$ cat src/rtl/pipe_stage_skid_pkg.sv
// pipe_stage_skid_pkg: shared stage state encoding
package pipe_stage_skid_pkg;
  typedef enum logic [1:0] {ST_EMPTY = 2'd0, ST_FULL = 2'd1, ST_SKID = 2'd2} state_t;
endpackage

$ cat src/rtl/pipe_stage_skid_sat_counter.sv
// sat_counter: saturating up-counter with clear that beats increment
module sat_counter #(
  parameter int CNT_W = 16
) (
  input  logic             clk,
  input  logic             rst,
  input  logic             clr,
  input  logic             inc,
  output logic [CNT_W-1:0] cnt
);
  always_ff @(posedge clk)
    if (rst || clr) cnt <= '0;
    else if (inc && !(&cnt)) cnt <= cnt + 1'b1;
endmodule

$ cat src/rtl/pipe_stage_skid.sv
// pipe_stage_skid: valid/ready pipeline register with optional 2-entry skid buffer and perf counters
module pipe_stage_skid
  import pipe_stage_skid_pkg::*;
#(
  parameter int DATA_W = 32,
  parameter int CTRL_W = 4,
  parameter int SKID   = 1,
  parameter int CNT_W  = 16
) (
  input  logic              clk,
  input  logic              rst,
  input  logic              in_valid,
  output logic              in_ready,
  input  logic [DATA_W-1:0] in_data,
  input  logic [CTRL_W-1:0] in_ctrl,
  output logic              out_valid,
  input  logic              out_ready,
  output logic [DATA_W-1:0] out_data,
  output logic [CTRL_W-1:0] out_ctrl,
  input  logic              flush,
  input  logic              cnt_clr,
  output logic [CNT_W-1:0]  stall_cnt,
  output logic [CNT_W-1:0]  xfer_cnt
);
  state_t            state;
  logic [DATA_W-1:0] main_data, skid_data;
  logic [CTRL_W-1:0] main_ctrl, skid_ctrl;
  logic              ready_q;
  assign in_ready  = (SKID != 0) ? ready_q : (state != ST_FULL || out_ready);
  assign out_valid = state != ST_EMPTY;
  assign out_data  = main_data;
  assign out_ctrl  = main_ctrl;
  always_ff @(posedge clk)
    if (rst || flush) begin
      state     <= ST_EMPTY;
      main_data <= '0;
      main_ctrl <= '0;
      skid_data <= '0;
      skid_ctrl <= '0;
      ready_q   <= 1'b1;
    end else if (state == ST_SKID) begin
      if (out_ready) begin
        state     <= ST_FULL;
        main_data <= skid_data;
        main_ctrl <= skid_ctrl;
        skid_data <= '0;
        skid_ctrl <= '0;
        ready_q   <= 1'b1;
      end
    end else if (in_valid && (state == ST_EMPTY || out_ready)) begin
      state     <= ST_FULL;
      main_data <= in_data;
      main_ctrl <= in_ctrl;
    end else if (in_valid && SKID != 0) begin
      state     <= ST_SKID;
      skid_data <= in_data;
      skid_ctrl <= in_ctrl;
      ready_q   <= 1'b0;
    end else if (state == ST_FULL && out_ready) begin
      state     <= ST_EMPTY;
      main_data <= '0;
      main_ctrl <= '0;
    end
  sat_counter #(.CNT_W(CNT_W)) u_stall (
    .clk(clk), .rst(rst), .clr(cnt_clr), .inc(out_valid && !out_ready), .cnt(stall_cnt)
  );
  sat_counter #(.CNT_W(CNT_W)) u_xfer (
    .clk(clk), .rst(rst), .clr(cnt_clr), .inc(out_valid && out_ready), .cnt(xfer_cnt)
  );
endmodule

$ cat config.mk
export PLATFORM = sky130hd
export DESIGN_NAME = pipe_stage_skid
export DESIGN_NICKNAME = d
export VERILOG_FILES = /design/src/rtl/pipe_stage_skid_pkg.sv /design/src/rtl/pipe_stage_skid_sat_counter.sv /design/src/rtl/pipe_stage_skid.sv
export SDC_FILE = /design/constraint.sdc
export NUM_CORES = 1
export LEC_CHECK = 0
export ABC_AREA = 1
export CAP_MARGIN = 0
export CORE_ASPECT_RATIO = 0.75
export CORE_MARGIN = 10
export CORE_UTILIZATION = 50
export CTS_BUF_LIST = sky130_fd_sc_hd__clkbuf_16
export DETAILED_ROUTE_END_ITERATION = 8
export DONT_BUFFER_PORTS = 1
export GPL_TIMING_DRIVEN = 1
export PLACE_DENSITY = 0.67
export RECOVER_POWER = 100
export SKIP_LAST_GASP = 1
export SYNTH_ARGS = -nofsm -noshare
export SYNTH_HDL_FRONTEND = slang
export SYNTH_SLANG_ARGS = --single-unit
export TNS_END_PERCENT = 5
$ cat constraint.sdc
create_clock -name clk -period 3.7 [get_ports clk]
set_clock_uncertainty 0.05 [all_clocks]
set_input_delay 0.555 -clock clk [delete_from_list [all_inputs] [get_ports clk]]
set_output_delay 0.555 -clock clk [all_outputs]
set_load 0.01 [all_outputs]
==> impl_table.tex <==
\begin{tabular}{lr}
\hline
Metric & Value \\
\hline
\multicolumn{2}{l}{\textbf{Placed design}} \\
Routability cong. & 0.806 \\
Detail Placement HPWL & 9.11 mm \\
Port bufs & 0 \\
Minimum setup slack after placement & 0.631 ns \\
Post-placement cell count & 852 \\
\multicolumn{2}{l}{\textbf{Global routing}} \\
Via count of the first global-routing pass & 4,315 \\
Remaining Overflow, GRT & 0 \\
Antenna violations before repair & 0 \\
GR Util All Layers & 0.182 \\
Maximum number of pins on one net before global-route repair & 40 \\
Global-route wire length before repair & 22.1 mm \\
\multicolumn{2}{l}{\textbf{Worst setup path}} \\
CP Cell Sequence & inv\_1 -> nor2\_4 -> nand2\_2 -> nand2\_2 -> o22ai\_1 -> inv\_1 -> nor2\_1 \\
Crit path DAT & 3.21 ns \\
Endpoint type of the worst setup path & flop \\
Critical path's top delay family & simple AND/OR/NAND/NOR gates \\
Worst Path Class, Setup & reg2reg \\
Kind of launch point of the worst setup path & flop \\
Slowest library cell on the worst path & nand2\_2 \\
Largest fanout on the critical path & 39 \\
Data required, critical path & 3.84 ns \\
Worst path max stage delay & 0.75 ns \\
Worst path bufs/invs & 2 \\
\multicolumn{2}{l}{\textbf{Clock network}} \\
Clock latency reported for the late side of the worst-skew pair & 0.34 ns \\
CTS Root Cell & clkbuf\_16 \\
Post-cts hold buffer count & 0 \\
Clock buffers created by TritonCTS & 9 \\
Post-CTS Resized & 0 \\
CTS tree & done \\
Number of clock sinks seen by CTS & 107 \\
Clock transition at the registers of the reported paths & 0.07 ns \\
Number of setup buffers added after CTS & 0 \\
CTS Buffer Depth & 2 \\
H-tree depth reported by CTS & 3 \\
\multicolumn{2}{l}{\textbf{Floorplanning}} \\
Die extent in x & 137 um \\
Starting density of the core & 0.520 \\
Area of the core & 9810 um\^{}2 \\
Area enclosed by the die boundary & 14,700 um\^{}2 \\
Placement row count & 31 \\
Die span in y & 107 um \\
Top-level I/O count & 112 \\
\multicolumn{2}{l}{\textbf{Yosys}} \\
Number of synthesized register bits & 107 \\
Syn Area/Cell & 6.74 um\^{}2 \\
Seq/Total Area, Yosys & 0.420 \\
Post-Synthesis Cells & 757 \\
EDFF count, synth & 0 \\
Number of distinct library cells after synthesis & 30 \\
Post-synthesis async set-or-reset flop share & 0 \\
Synth Net Count & 801 \\
Total of warnings raised by yosys & 0 \\
Dominant register cell in the synthesized netlist & dfxtp\_1 \\
Cell Area, Synth & 5100 um\^{}2 \\
\multicolumn{2}{l}{\textbf{Pwr}} \\
Total Power & 0.00225 W \\
Leakage power & 2.02 nW \\
Worst vdd ir & 0.000273 V \\
Power per unit of standard cell area & 424 nW/um\^{}2 \\
\multicolumn{2}{l}{\textbf{Timing}} \\
Total negative slack for setup checks & 0 ns \\
Tcrit/Tclk final & 0.829 \\
Slew at the pin closest to its max-slew limit & 1.19 ns \\
Post-route minimum period & 3.07 ns \\
Final setup vio count & 0 \\
Fin worst setup slack & 0.633 ns \\
Final hold violation count & 0 \\
RSZ-0062 raised after global routing & false \\
F\_max & 326 MHz \\
Relative slew slack & 0.208 \\
Fin. max-slew vios & 0 \\
\multicolumn{2}{l}{\textbf{Route}} \\
Post-detailed-route DRC marker count & 0 \\
Detail Route Antenna Nets & 0 \\
DR pass1 iterations & 5 \\
Routed WL per cell & 15.4 um \\
Metal2 WL & 5.88 mm \\
DRC violation total after the first TritonRoute iteration & 397 \\
Met3 Routed Length & 1.60 mm \\
Sum of routed wire length over all layers & 13.3 mm \\
Via Count & 4,679 \\
Highest signal layer in the routed design & met4 \\
Via/cell ratio & 5.40 \\
Met1 wire length & 5.80 mm \\
\multicolumn{2}{l}{\textbf{Job}} \\
Max-capacitance violation count & 0 \\
\multicolumn{2}{l}{\textbf{Final layout}} \\
Most frequent standard cell in the layout excluding fill and tap cells & nand2\_1 \\
Area added between synthesis and finish & 4.24\% \\
Number of cells in the finished layout apart from fillers & 867 \\
Fraction of final layout cells with drive strength greater than 1 & 0.0463 \\
Antenna fix cells & 0 \\
Most used cells in the layout excluding fill and tap cells & nand2\_1 (214), nor2\_1 (124), dfxtp\_1 (107), nand3\_1 (87), a21oi\_1 (62) \\
Layout Nets & 775 \\
\multicolumn{2}{l}{\textbf{Min path}} \\
Worst hold path class & in2reg \\
\multicolumn{2}{l}{\textbf{Outcome}} \\
Run status & finished clean \\
\hline
\end{tabular}
power by group:
| group | total [W] | internal, W | switching, W |
|---|---|---|---|
| clock network | 0.000929 | 0.000515 | 0.000413 |
| logic | 0.000131 | 0.0000350 | 0.0000956 |
| registers | 0.00119 | 0.00117 | 0.0000228 |
worst paths after layout:
check / startpoint / endpoint / slack [ns] / depth (start not counted)
worst max-delay path: state[1] / skid_data[30] / 0.63 / 7
worst min-delay path: in_data[0] / skid_data[0] / 0.32 / 2
worst max register to register: state[1] / skid_data[30] / 0.63 / 7
worst min register to register: skid_data[4] / skid_data[4] / 0.43 / 2
per-stage QoR:
stage / hold WS, ns / utilization / instance area (um^2)
floorplan: 0.401 / - / 5100
global placement: 0.410 / 0.516 / 5070
detailed placement: 0.425 / 0.516 / 5070
CTS: 0.306 / 0.545 / 5350
global route: 0.308 / 0.542 / 5320
finish: 0.317 / 0.542 / 5320
metal layers:
metal | track usage | vias up
li1 | - | 2380
met1 | 0.233 | 2140
met2 | 0.278 | 152
met3 | 0.0779 | 7
met4 | 0.0417 | 0
met5 | 0 | -
cell type report:
| type | count | area (um^2) |
|---|---|---|
| sequential | 107 | 2140 |
| inverter | 40 | 155 |
| tap | 132 | 165 |
| fill | 995 | 4490 |
| timing repair buffer | 3 | 22.5 |
| multi-input combinational | 570 | 2550 |
| clock buffer | 9 | 225 |
| clock inverter | 6 | 57.6 |
Yosys cell counts (6+ instances only):
| library cell | instances | area, um^2 |
|---|---|---|
| nand2_1 | 212 | 796 |
| nor2_1 | 123 | 462 |
| dfxtp_1 | 107 | 2140 |
| nand3_1 | 87 | 435 |
| a21oi_1 | 62 | 310 |
| o21ai_0 | 41 | 205 |
| inv_1 | 33 | 124 |
| clkbuf_1 | 16 | 60.1 |
| buf_2 | 13 | 65.1 |
| nand4_1 | 9 | 56.3 |
| xor2_1 | 7 | 61.3 |
| buf_6 | 6 | 67.6 |
| nand2_2 | 6 | 37.5 |
sequential cells by signal (all words and copies together) (netlist names):
signal,flops
u_stall.cnt,16
in_ready,1
skid_data,32
out_ctrl,4
skid_ctrl,4
u_xfer.cnt,16
out_data,32
state,2
kinds of logic after synthesis:
| family | Yosys count | share of synthesized area |
|---|---|---|
| xor gates and xnor gates | 11 | 0.0189 |
| buffers and inverters | 80 | 0.0760 |
| adders and majority gates | 2 | 0.00490 |
| DFF | 107 | 0.420 |
| AOI/OAI and AO/OA | 107 | 0.108 |
| and+or+nand+nor | 450 | 0.372 |
worst reg2reg max path: stages, from the launching register on:
cell	delay, ns
dfxtp_1	0.35
inv_1	0.10
nor2_4	0.68
nand2_2	0.66
nand2_2	0.76
o22ai_1	0.19
inv_1	0.10
nor2_1	0.04
Power figures use the tool's default switching activity.
